<file path="src/rtl/uart_rx_sequencer_if.sv">
// Receive-side bundle between the UART frame sequencer (slave) and its line/consumer driver (master).
// parity_err exists only when PARITY_CHECK_EN is defined.
interface uart_rx_sequencer_if #(
    parameter int DATA_BITS = 8
);
    logic                 serial_in;
    logic                 char_read;
    logic [DATA_BITS-1:0] rx_data;
    logic                 char_ready;
    logic                 frame_err;
    logic                 overrun;
    logic                 busy;
`ifdef PARITY_CHECK_EN
    logic                 parity_err;
`endif

    modport master (
`ifdef PARITY_CHECK_EN
        input  parity_err,
`endif
        output serial_in,
        output char_read,
        input  rx_data,
        input  char_ready,
        input  frame_err,
        input  overrun,
        input  busy
    );

    modport slave (
`ifdef PARITY_CHECK_EN
        output parity_err,
`endif
        input  serial_in,
        input  char_read,
        output rx_data,
        output char_ready,
        output frame_err,
        output overrun,
        output busy
    );
endinterface

</file>
<file path="src/rtl/uart_rx_sequencer.sv">
// Framed UART receiver: start/mid-bit/stop sequencing; PARITY_CHECK_EN inserts an even-parity bit.
// Latency: char_ready rises 2 + (DATA_BITS+1)*OVERSAMPLE + OVERSAMPLE/2 cycles after the start edge.
// Backpressure: none on the line; an unread char is overwritten and flagged via sticky overrun.
module uart_rx_sequencer #(
    parameter int OVERSAMPLE = 16,
    parameter int DATA_BITS  = 8
) (
    input  logic               clk,
    input  logic               rst_n,
    uart_rx_sequencer_if.slave bus
);

    localparam int TW = $clog2(OVERSAMPLE);
    localparam int BW = (DATA_BITS > 1) ? $clog2(DATA_BITS) : 1;
    localparam logic [TW-1:0] TICK_MID  = TW'(OVERSAMPLE / 2 - 1);
    localparam logic [TW-1:0] TICK_LAST = TW'(OVERSAMPLE - 1);
    localparam logic [BW-1:0] BIT_LAST  = BW'(DATA_BITS - 1);

    typedef enum logic [2:0] {
        S_IDLE   = 3'd0,
        S_START  = 3'd1,
        S_DATA   = 3'd2,
`ifdef PARITY_CHECK_EN
        S_PARITY = 3'd3,
`endif
        S_STOP   = 3'd4,
        S_BREAK  = 3'd5
    } state_t;

    state_t               state_q, state_d;
    logic [1:0]           sync_q, sync_d;
    logic [TW-1:0]        tick_q, tick_d;
    logic [BW-1:0]        bitcnt_q, bitcnt_d;
    logic [DATA_BITS-1:0] shift_q, shift_d;
    logic [DATA_BITS-1:0] rx_data_q, rx_data_d;
    logic                 char_ready_q, char_ready_d;
    logic                 frame_err_q, frame_err_d;
    logic                 overrun_q, overrun_d;
    logic                 busy;
    logic                 line;
    logic                 tick_end;
    logic                 frame_done;
`ifdef PARITY_CHECK_EN
    logic                 par_smp_q, par_smp_d;
    logic                 parity_err_q, parity_err_d;
`endif

    assign line     = sync_q[1];
    assign tick_end = (tick_q == TICK_LAST);

    always_ff @(posedge clk or negedge rst_n) begin
        if (!rst_n) begin
            state_q <= S_IDLE;
        end else begin
            state_q <= state_d;
        end
    end

    always_comb begin
        state_d = state_q;
        case (state_q)
            S_IDLE: begin
                if (!line) state_d = S_START;
            end
            S_START: begin
                if (tick_q == TICK_MID) state_d = line ? S_IDLE : S_DATA;
            end
            S_DATA: begin
                if (tick_end && (bitcnt_q == BIT_LAST)) begin
`ifdef PARITY_CHECK_EN
                    state_d = S_PARITY;
`else
                    state_d = S_STOP;
`endif
                end
            end
`ifdef PARITY_CHECK_EN
            S_PARITY: begin
                if (tick_end) state_d = S_STOP;
            end
`endif
            S_STOP: begin
                if (tick_end) state_d = line ? S_IDLE : S_BREAK;
            end
            S_BREAK: begin
                if (line) state_d = S_IDLE;
            end
            default: state_d = S_IDLE;
        endcase
    end

    always_comb begin
        sync_d       = {sync_q[0], bus.serial_in};
        busy         = (state_q != S_IDLE);
        frame_done   = (state_q == S_STOP) && tick_end;
        tick_d       = tick_q;
        bitcnt_d     = bitcnt_q;
        shift_d      = shift_q;
        rx_data_d    = rx_data_q;
        char_ready_d = char_ready_q;
        frame_err_d  = frame_err_q;
        overrun_d    = overrun_q;
`ifdef PARITY_CHECK_EN
        par_smp_d    = par_smp_q;
        parity_err_d = parity_err_q;
`endif

        // Counters restart on every state entry; IDLE/BREAK never advance them.
        if (state_d != state_q) begin
            tick_d   = '0;
            bitcnt_d = '0;
        end else if (state_q != S_IDLE && state_q != S_BREAK) begin
            tick_d = tick_end ? '0 : tick_q + 1'b1;
        end

        if ((state_q == S_DATA) && tick_end) begin
            shift_d = {line, shift_q[DATA_BITS-1:1]};
            if (state_d == S_DATA) bitcnt_d = bitcnt_q + 1'b1;
        end

`ifdef PARITY_CHECK_EN
        if ((state_q == S_PARITY) && tick_end) par_smp_d = line;
`endif

        if (frame_done) begin
            rx_data_d    = shift_q;
            char_ready_d = 1'b1;
            frame_err_d  = ~line;
            // A read landing on the completion edge consumed the old char, so it is not lost.
            overrun_d    = ~bus.char_read & (overrun_q | char_ready_q);
`ifdef PARITY_CHECK_EN
            parity_err_d = (^shift_q) ^ par_smp_q;
`endif
        end else if (bus.char_read) begin
            char_ready_d = 1'b0;
            overrun_d    = 1'b0;
        end
    end

    always_ff @(posedge clk or negedge rst_n) begin
        if (!rst_n) begin
            sync_q       <= 2'b11;
            tick_q       <= '0;
            bitcnt_q     <= '0;
            shift_q      <= '0;
            rx_data_q    <= '0;
            char_ready_q <= 1'b0;
            frame_err_q  <= 1'b0;
            overrun_q    <= 1'b0;
`ifdef PARITY_CHECK_EN
            par_smp_q    <= 1'b0;
            parity_err_q <= 1'b0;
`endif
        end else begin
            sync_q       <= sync_d;
            tick_q       <= tick_d;
            bitcnt_q     <= bitcnt_d;
            shift_q      <= shift_d;
            rx_data_q    <= rx_data_d;
            char_ready_q <= char_ready_d;
            frame_err_q  <= frame_err_d;
            overrun_q    <= overrun_d;
`ifdef PARITY_CHECK_EN
            par_smp_q    <= par_smp_d;
            parity_err_q <= parity_err_d;
`endif
        end
    end

    assign bus.rx_data    = rx_data_q;
    assign bus.char_ready = char_ready_q;
    assign bus.frame_err  = frame_err_q;
    assign bus.overrun    = overrun_q;
    assign bus.busy       = busy;
`ifdef PARITY_CHECK_EN
    assign bus.parity_err = parity_err_q;
`endif

endmodule

</file>
<file path="src/flat_wrapper.sv">
// flat-port wrapper written by rule: the top's interface ports become plain ports
module uart_rx_sequencer_flat 
#(
    parameter int OVERSAMPLE = 16,
    parameter int DATA_BITS  = 8
)
  (clk, rst_n, bus_serial_in, bus_char_read, bus_rx_data, bus_char_ready, bus_frame_err, bus_overrun, bus_busy);
  uart_rx_sequencer_if #(.DATA_BITS(DATA_BITS)) bus_i ();
  input  logic clk;
  input  logic rst_n;
  input wire logic [$bits(bus_i.serial_in)-1:0] bus_serial_in;
  input wire logic [$bits(bus_i.char_read)-1:0] bus_char_read;
  output wire logic [$bits(bus_i.rx_data)-1:0] bus_rx_data;
  output wire logic [$bits(bus_i.char_ready)-1:0] bus_char_ready;
  output wire logic [$bits(bus_i.frame_err)-1:0] bus_frame_err;
  output wire logic [$bits(bus_i.overrun)-1:0] bus_overrun;
  output wire logic [$bits(bus_i.busy)-1:0] bus_busy;
  assign bus_i.serial_in = bus_serial_in;
  assign bus_i.char_read = bus_char_read;
  assign bus_rx_data = bus_i.rx_data;
  assign bus_char_ready = bus_i.char_ready;
  assign bus_frame_err = bus_i.frame_err;
  assign bus_overrun = bus_i.overrun;
  assign bus_busy = bus_i.busy;
  uart_rx_sequencer #(.OVERSAMPLE(OVERSAMPLE), .DATA_BITS(DATA_BITS)) u_core (.clk(clk), .rst_n(rst_n), .bus(bus_i));
endmodule
</file>
<file path="config.mk">
export PLATFORM = sky130hd
export DESIGN_NAME = uart_rx_sequencer_flat
export DESIGN_NICKNAME = d
export VERILOG_FILES = /design/src/rtl/uart_rx_sequencer_if.sv /design/src/rtl/uart_rx_sequencer.sv /design/src/flat_wrapper.sv
export SDC_FILE = /design/constraint.sdc
export NUM_CORES = 1
export LEC_CHECK = 0
export CORE_ASPECT_RATIO = 1.4
export CORE_MARGIN = 10
export CORE_UTILIZATION = 52
export CTS_BUF_LIST = sky130_fd_sc_hd__clkbuf_8
export CTS_CLUSTER_SIZE = 8
export DETAILED_ROUTE_END_ITERATION = 8
export PLACE_DENSITY = 0.78
export SKIP_CTS_REPAIR_TIMING = 1
export SYNTH_ARGS = -nofsm -noshare
export SYNTH_HDL_FRONTEND = slang
export SYNTH_SLANG_ARGS = --single-unit
</file>
<file path="constraint.sdc">
create_clock -name clk -period 2 [get_ports clk]
set_clock_uncertainty 0.2 [all_clocks]
set_input_delay 0.4 -clock clk [delete_from_list [all_inputs] [get_ports clk]]
set_output_delay 0.4 -clock clk [all_outputs]
set_load 0.02 [all_outputs]
</file>
# Word-level counts from Yosys, hierarchy flattened
# Cells that the tools add are included.
op_classes:
  addsub: 2
  n_mul: 0
  div: 0
  order_cmp: 0
  n_eq_ne: 10
  n_shift: 0
  muxes: 17
  n_bitwise: 4
  reduce_logical: 8
ops:
  columns: ["operator", "n"]
  rows:
  - ["3-bit 2-to-1 mux", 9]
  - ["3-bit case mux with 5 select lines", 1]
  - ["4-bit 2-to-1 mux", 3]
  - ["3-bit == test, second input constant", 3]
  - ["3-bit by 2-bit == test with 1-bit output, second input constant", 2]
  - ["4-bit by 1-bit adder with 4-bit output, second input constant", 1]
  - ["4-bit by 3-bit == test with 1-bit output, second input constant", 1]
  - ["4-bit == test, second input constant", 1]
  - ["1-bit logical AND", 4]
  - ["2-bit nonzero test", 2]
  - ["3-bit by 1-bit adder with 3-bit output, second input constant", 1]
  - ["3-bit by 1-bit == test with 1-bit output, second input constant", 1]
  - ["3-bit zero test", 1]
  - ["1-bit 2-to-1 mux", 3]
  - ["3-bit inequality test", 1]
  - ["3-bit inequality test, second input constant", 1]
  - ["3-bit nonzero test", 1]
  - ["2-bit 2-to-1 mux", 1]
  - ["1-bit NOT", 2]
  - ["1-bit bitwise AND", 1]
  - ["1-bit OR", 1]
word_totals:
  regBits: 31
  latch_bits: 0
  ram_bits: 0
  romBits: 0
  inputBits: 4
  memories: 0

# Depth between registers and ports, before layout
# Gate-level depths: netlist of run 1.
logic_depth:
  ltp_word: 8
  depth_mapped: 7
  depth_no_buf: 6

# Worst setup path before layout of run 1
# No wires, ideal clock.
synth_timing:
  path_type: "register -> register"
  start: "register u_core.tick_q[0]"
  end: "register u_core.rx_data_q[0], in the netlist u_core.bus.rx_data[0]"
  setup_ps: 128
  arrival_ps: 1561
  path_slack_ps: 111
  path_stages_with_launch: 7
  n_path_buf: 2
  path_cell_list: "dfrtp_1 -> ha_1 -> buf_2 -> nand3_1 -> nor3_1 -> buf_2 -> mux2_1"
synth_via:
  elab_chain_cells: 2
synth_lines:
  columns: ["item", "line_no", "rtl"]
  rows:
  - ["start: declaration", "uart_rx_sequencer.sv:32", "logic [TW-1:0] tick_q, tick_d;"]
  - ["start signal: assignment", "uart_rx_sequencer.sv:156", "tick_q <= tick_d;"]
  - ["4-bit == test", "uart_rx_sequencer.sv:49", "assign tick_end = (tick_q == TICK_LAST);"]
  - ["1-bit logical AND", "uart_rx_sequencer.sv:95", "frame_done = (state_q == S_STOP) && tick_end;"]
  - ["end signal: assignment", "uart_rx_sequencer.sv:159", "rx_data_q <= rx_data_d;"]
  - ["end: declaration", "uart_rx_sequencer.sv:35", "logic [DATA_BITS-1:0] rx_data_q, rx_data_d;"]
# No other way between the ends.
# A chain may end at the register's enable or synchronous reset.

# Final worst setup path of run 1
layout_timing:
  start: "register u_core.tick_q[1]"
  end: "register u_core.bitcnt_q[1]"
layout_via:
  elab_chain_cells: 8
  word_cells_on_any_way: 13
  classes_between: "eq/ne (4); mux (7); reduce/logical (2)"
layout_lines:
  columns: ["item", "line_no", "rtl"]
  rows:
  - ["4-bit == test", "uart_rx_sequencer.sv:49", null]
  - ["1-bit logical AND", "uart_rx_sequencer.sv:69", "if (tick_end && (bitcnt_q == BIT_LAST)) begin"]
  - ["3-bit 2-to-1 mux", "uart_rx_sequencer.sv:69", null]
  - ["3-bit case mux with 5 select lines", "uart_rx_sequencer.sv:61", "case (state_q)"]
  - ["3-bit inequality test", "uart_rx_sequencer.sv:109", "if (state_d != state_q) begin"]
  - ["3-bit 2-to-1 mux", "uart_rx_sequencer.sv:109", null]
  - ["3-bit 2-to-1 mux", "uart_rx_sequencer.sv:118", "if (state_d == S_DATA) bitcnt_d = bitcnt_q + 1'b1;"]
  - ["3-bit 2-to-1 mux *", "uart_rx_sequencer.sv:116", "if ((state_q == S_DATA) && tick_end) begin"]
  - ["net u_core.bitcnt_d[1]", "uart_rx_sequencer.sv:33", "logic [BW-1:0] bitcnt_q, bitcnt_d;"]
  - ["end signal: assignment", "uart_rx_sequencer.sv:157", "bitcnt_q <= bitcnt_d;"]
  - ["end: declaration", "uart_rx_sequencer.sv:33", null]
# The timed path passes the listed nets; every way through them passes the cells marked *.

==> impl_metrics.py, run 1 <==
metrics = {
    "status": {
        "status": "complete, no violations",
    },
    "route": {
        "post_drt_wl_per_cell_um": 16.43,
        "viasPerCell": 5.670,
        "top_layer_used": "met4",
        "vias": 1032,
        "ant_nets": 0,
        "drtIter0Drc": 27,
        "first_pass_iters": 4,
        "drc": 0,
        "routed_wl_mm": 2.990,
        "dr_wl_met2_mm": 1.515,
        "wl_met1_mm": 1.194,
        "dr_wl_met3_um": 206,
    },
    "timing": {
        "rsz0062_at_grt": "no",
        "period_needed_ns": 1.931,
        "hold_viol": 0,
        "tightest_slew_ns": 0.3831,
        "slew_violations": 0,
        "finalWorstSetupSlack_ns": 0.06878,
        "relSlewSlack": 0.7446,
        "fin_crit_sh": 0.9656,
        "tns_ns": 0,
        "max_freq_mhz": 517.8,
        "setup_viol": 0,
    },
    "clocking": {
        "clock_latency_ns": 0.28,
        "path_clk_slew_ns": 0.06,
        "cts_made_buffers": 5,
        "cts_root_buffer": "clkbuf_8",
        "cts_num_sinks": 31,
        "cts-root-to-sink-buffers": 2,
        "cts_tree": "built",
        "cts_max_level": 2,
    },
    "global_routing": {
        "grt_max_degree": 32,
        "grtUsageTotal": 0.1220,
        "grt_pass1_vias": 1138,
        "overflow": 0,
        "grt_pass1_wl_mm": 5.375,
        "antenna_found_initial": 0,
    },
    "worst_setup_path": {
        "crit_path_max_incr_delay_ns": 0.47,
        "slowest_stage": "a2111o_1",
        "rrSetupSlack_ns": 0.07,
        "worstSetupStartpointType": "flip-flop",
        "r2r-start": "u_core.tick_q[1]$_DFFE_PN0P_",
        "critPathKind": "flip-flop to flip-flop",
        "worst-endpoint-arrival_ns": 1.91,
        "reg2reg_to": "u_core.bitcnt_q[1]$_DFF_PN0_",
        "reg2regPathDepth": 5,
        "crit_chain": "ha_1 > nand3_1 > a2111o_1 > o211ai_2 > a2bb2o_4",
        "cp.required_ns": 1.98,
        "end_kind": "flip-flop",
        "cp_max_fo": 6,
    },
    "synth": {
        "post_synth_num_cell_types": 45,
        "synthDominantCellAreaShare": 0.4874,
        "synth.area.top_cells": "dfrtp_1 (49%), mux2_1 (11%), dfstp_2 (3.5%)",
        "syn-num-nets": 128,
        "ys_seq_elements": 31,
        "yosysWarnings": 0,
        "ys_seq_area_frac": 0.5227,
        "post_synth_inst_count": 121,
        "yosysTopAreaCell": "dfrtp_1",
        "netlist_area_um2": 1489,
        "synth_area_per_cell_um2": 12.31,
    },
    "power_and_ir_drop": {
        "total_power_mw": 1.898,
        "leakage_nw": 0.8556,
        "pwr-share-clk": 0.334,
        "p_sw_mw": 0.5675,
        "p_per_area_nw_per_um2": 1021,
        "ir_worst_vdd_uv": 740.3,
        "p_int_mw": 1.330,
        "p_comb_frac": 0.270,
        "p_sw_frac": 0.2990,
        "seqPwrFrac": 0.395,
    },
    "cells_and_area": {
        "final_common_cell": "dfrtp_1",
        "antenna_cells": 0,
        "most-common-layout-cells": "dfrtp_1 (29), mux2_1 (15), clkdlybuf4s50_1 (14)",
        "design_area_um2": 1859,
        "area_growth_syn_to_layout_pct": 24.87,
        "layout.nets": 152,
        "drive_gt1_frac": 0.2329,
        "nFillCells": 211,
    },
    "floorplanning": {
        "num_rows": 22,
        "initial_utilization": 0.5519,
        "die_w_um": 65.23,
        "io_pins": 16,
        "die-area_um2": 5434,
        "die_y_um": 83.32,
        "core_area_um2": 2698,
    },
    "worst_hold_path": {
        "hold_class": "flip-flop to flip-flop",
        "whs_path_depth": 0,
        "hold_start": "u_core.sync_q[0]$_DFF_PN1_",
        "min_to": "u_core.sync_q[1]$_DFF_PN1_",
    },
    "placement": {
        "dp_hpwl_mm": 2.070,
        "io_buffers": 15,
        "gp_congestion": 0.8388,
        "preCtsSetupSlack_ns": 0.08692,
        "place_area_um2": 1725,
    },
    "flow_run": {
        "drv_cap": 0,
    },
}
-- routing by layer --
metal,vias up,global-route usage
li1,489,-
met1,506,0.1354
met2,29,0.1881
met3,8,0.05914
met4,0,0.05837
met5,-,0
-- cell families after synthesis --
kind of cell	count (synthesis)	synth area share
DFF	31	0.5227
AOI/OAI and AO/OA	27	0.1387
adders and majority gates	3	0.02521
muxes	18	0.1353
xor gates and xnor gates	2	0.01681
buffers and inverters	10	0.03614
and+or+nand+nor	30	0.1252
-- synthesized netlist by cell type (all sizes together) --
cell type and n:
clkbuf 2, dfstp 2, nand4 1, a21boi 1, a2bb2o 1, nor3b 1
or3 4, and2 1, nand2b 2, buf 6, o2bb2ai 1, a21o 1
a21oi 7, a22oi 1, ha 3, mux2 17, o211ai 1, inv 2
nand3 6, a2111o 1, o21ai 6, a21bo 1, o221a 1, nor2 5
nand4bb 1, a221oi 1, and4 1, nand2 4, xor2 2, and3 1
o31ai 2, o2111ai 1, a31oi 1, nor3 1, nor4b 1, or4 1
dfrtp 29, mux2i 1
-- registers in the layout (all words and copies together) (netlist names) --
register               count
u_core.state_q             3
u_core.bus.frame_err       1
u_core.shift_q             8
u_core.bus.rx_data         8
u_core.sync_q              2
u_core.tick_q              4
u_core.bus.overrun         1
u_core.bus.char_ready      1
u_core.bitcnt_q            3
-- worst max path at each step --
stage | to | slack, ns | startpoint | cells past startpoint
finish | u_core.bitcnt_q[1]$_DFF_PN0_ | 0.07 | u_core.tick_q[1]$_DFFE_PN0P_ | 5
global route | u_core.tick_q[0]$_DFFE_PN0P_ | 0.002 | u_core.tick_q[1]$_DFFE_PN0P_ | 5
CTS | bus_busy | -0.21 | u_core.state_q[1]$_DFF_PN0_ | 2
detailed placement | u_core.tick_q[0]$_DFFE_PN0P_ | 0.09 | u_core.tick_q[1]$_DFFE_PN0P_ | 6
global placement | bus_busy | 0.15 | u_core.state_q[1]$_DFF_PN0_ | 2
floorplan | u_core.bus.rx_data[0]$_DFFE_PN0P_ | 0.11 | u_core.tick_q[0]$_DFFE_PN0P_ | 6
-- power groups by stage --
stage,combinational [mW],sequential [mW],clock (mW)
CTS,0.494,0.748,0.645
global placement,0.458,0.753,0
finish,0.513,0.751,0.634
floorplan,0.345,0.740,0
global route,0.565,0.758,0.673
detailed placement,0.492,0.759,0
-- stage by stage --
stage	cells	util	hold slack, ns
2_1_floorplan	121	-	-0.09559
3_3_place_gp	174	0.6396	0.1464
3_5_place_dp	174	0.6396	0.1529
4_1_cts	182	0.6832	0.1622
5_1_grt	182	0.6892	0.1638
6_report	182	0.6892	0.1605
-- critical path, delay by kind of cell (launching register included) --
family	cells	cell delay, ns
AO/OA/AOI/OAI	3	0.83
adder cells (fa/ha/maj)	1	0.26
flip-flops	1	0.39
AND/OR/NAND/NOR	1	0.14
-- final cells by class --
type                       instances  area [µm²]  area share
clock buffer                       6       82.58     0.04441
clock inverter                     2       35.03     0.01884
inverter                           2       7.507    0.004038
multi-input combinational         80       670.6      0.3607
sequential                        31       778.2      0.4186
tap                               36       45.04     0.02423
timing repair buffer              25       240.2      0.1292
(Power assumes the default switching activity.)
==> run 2: changes to the inputs <==
- SLEW_MARGIN: unset -> 20
==> results of run 2 <==
Same layout as run 1: the final DEF is identical, and so are final timing and power.
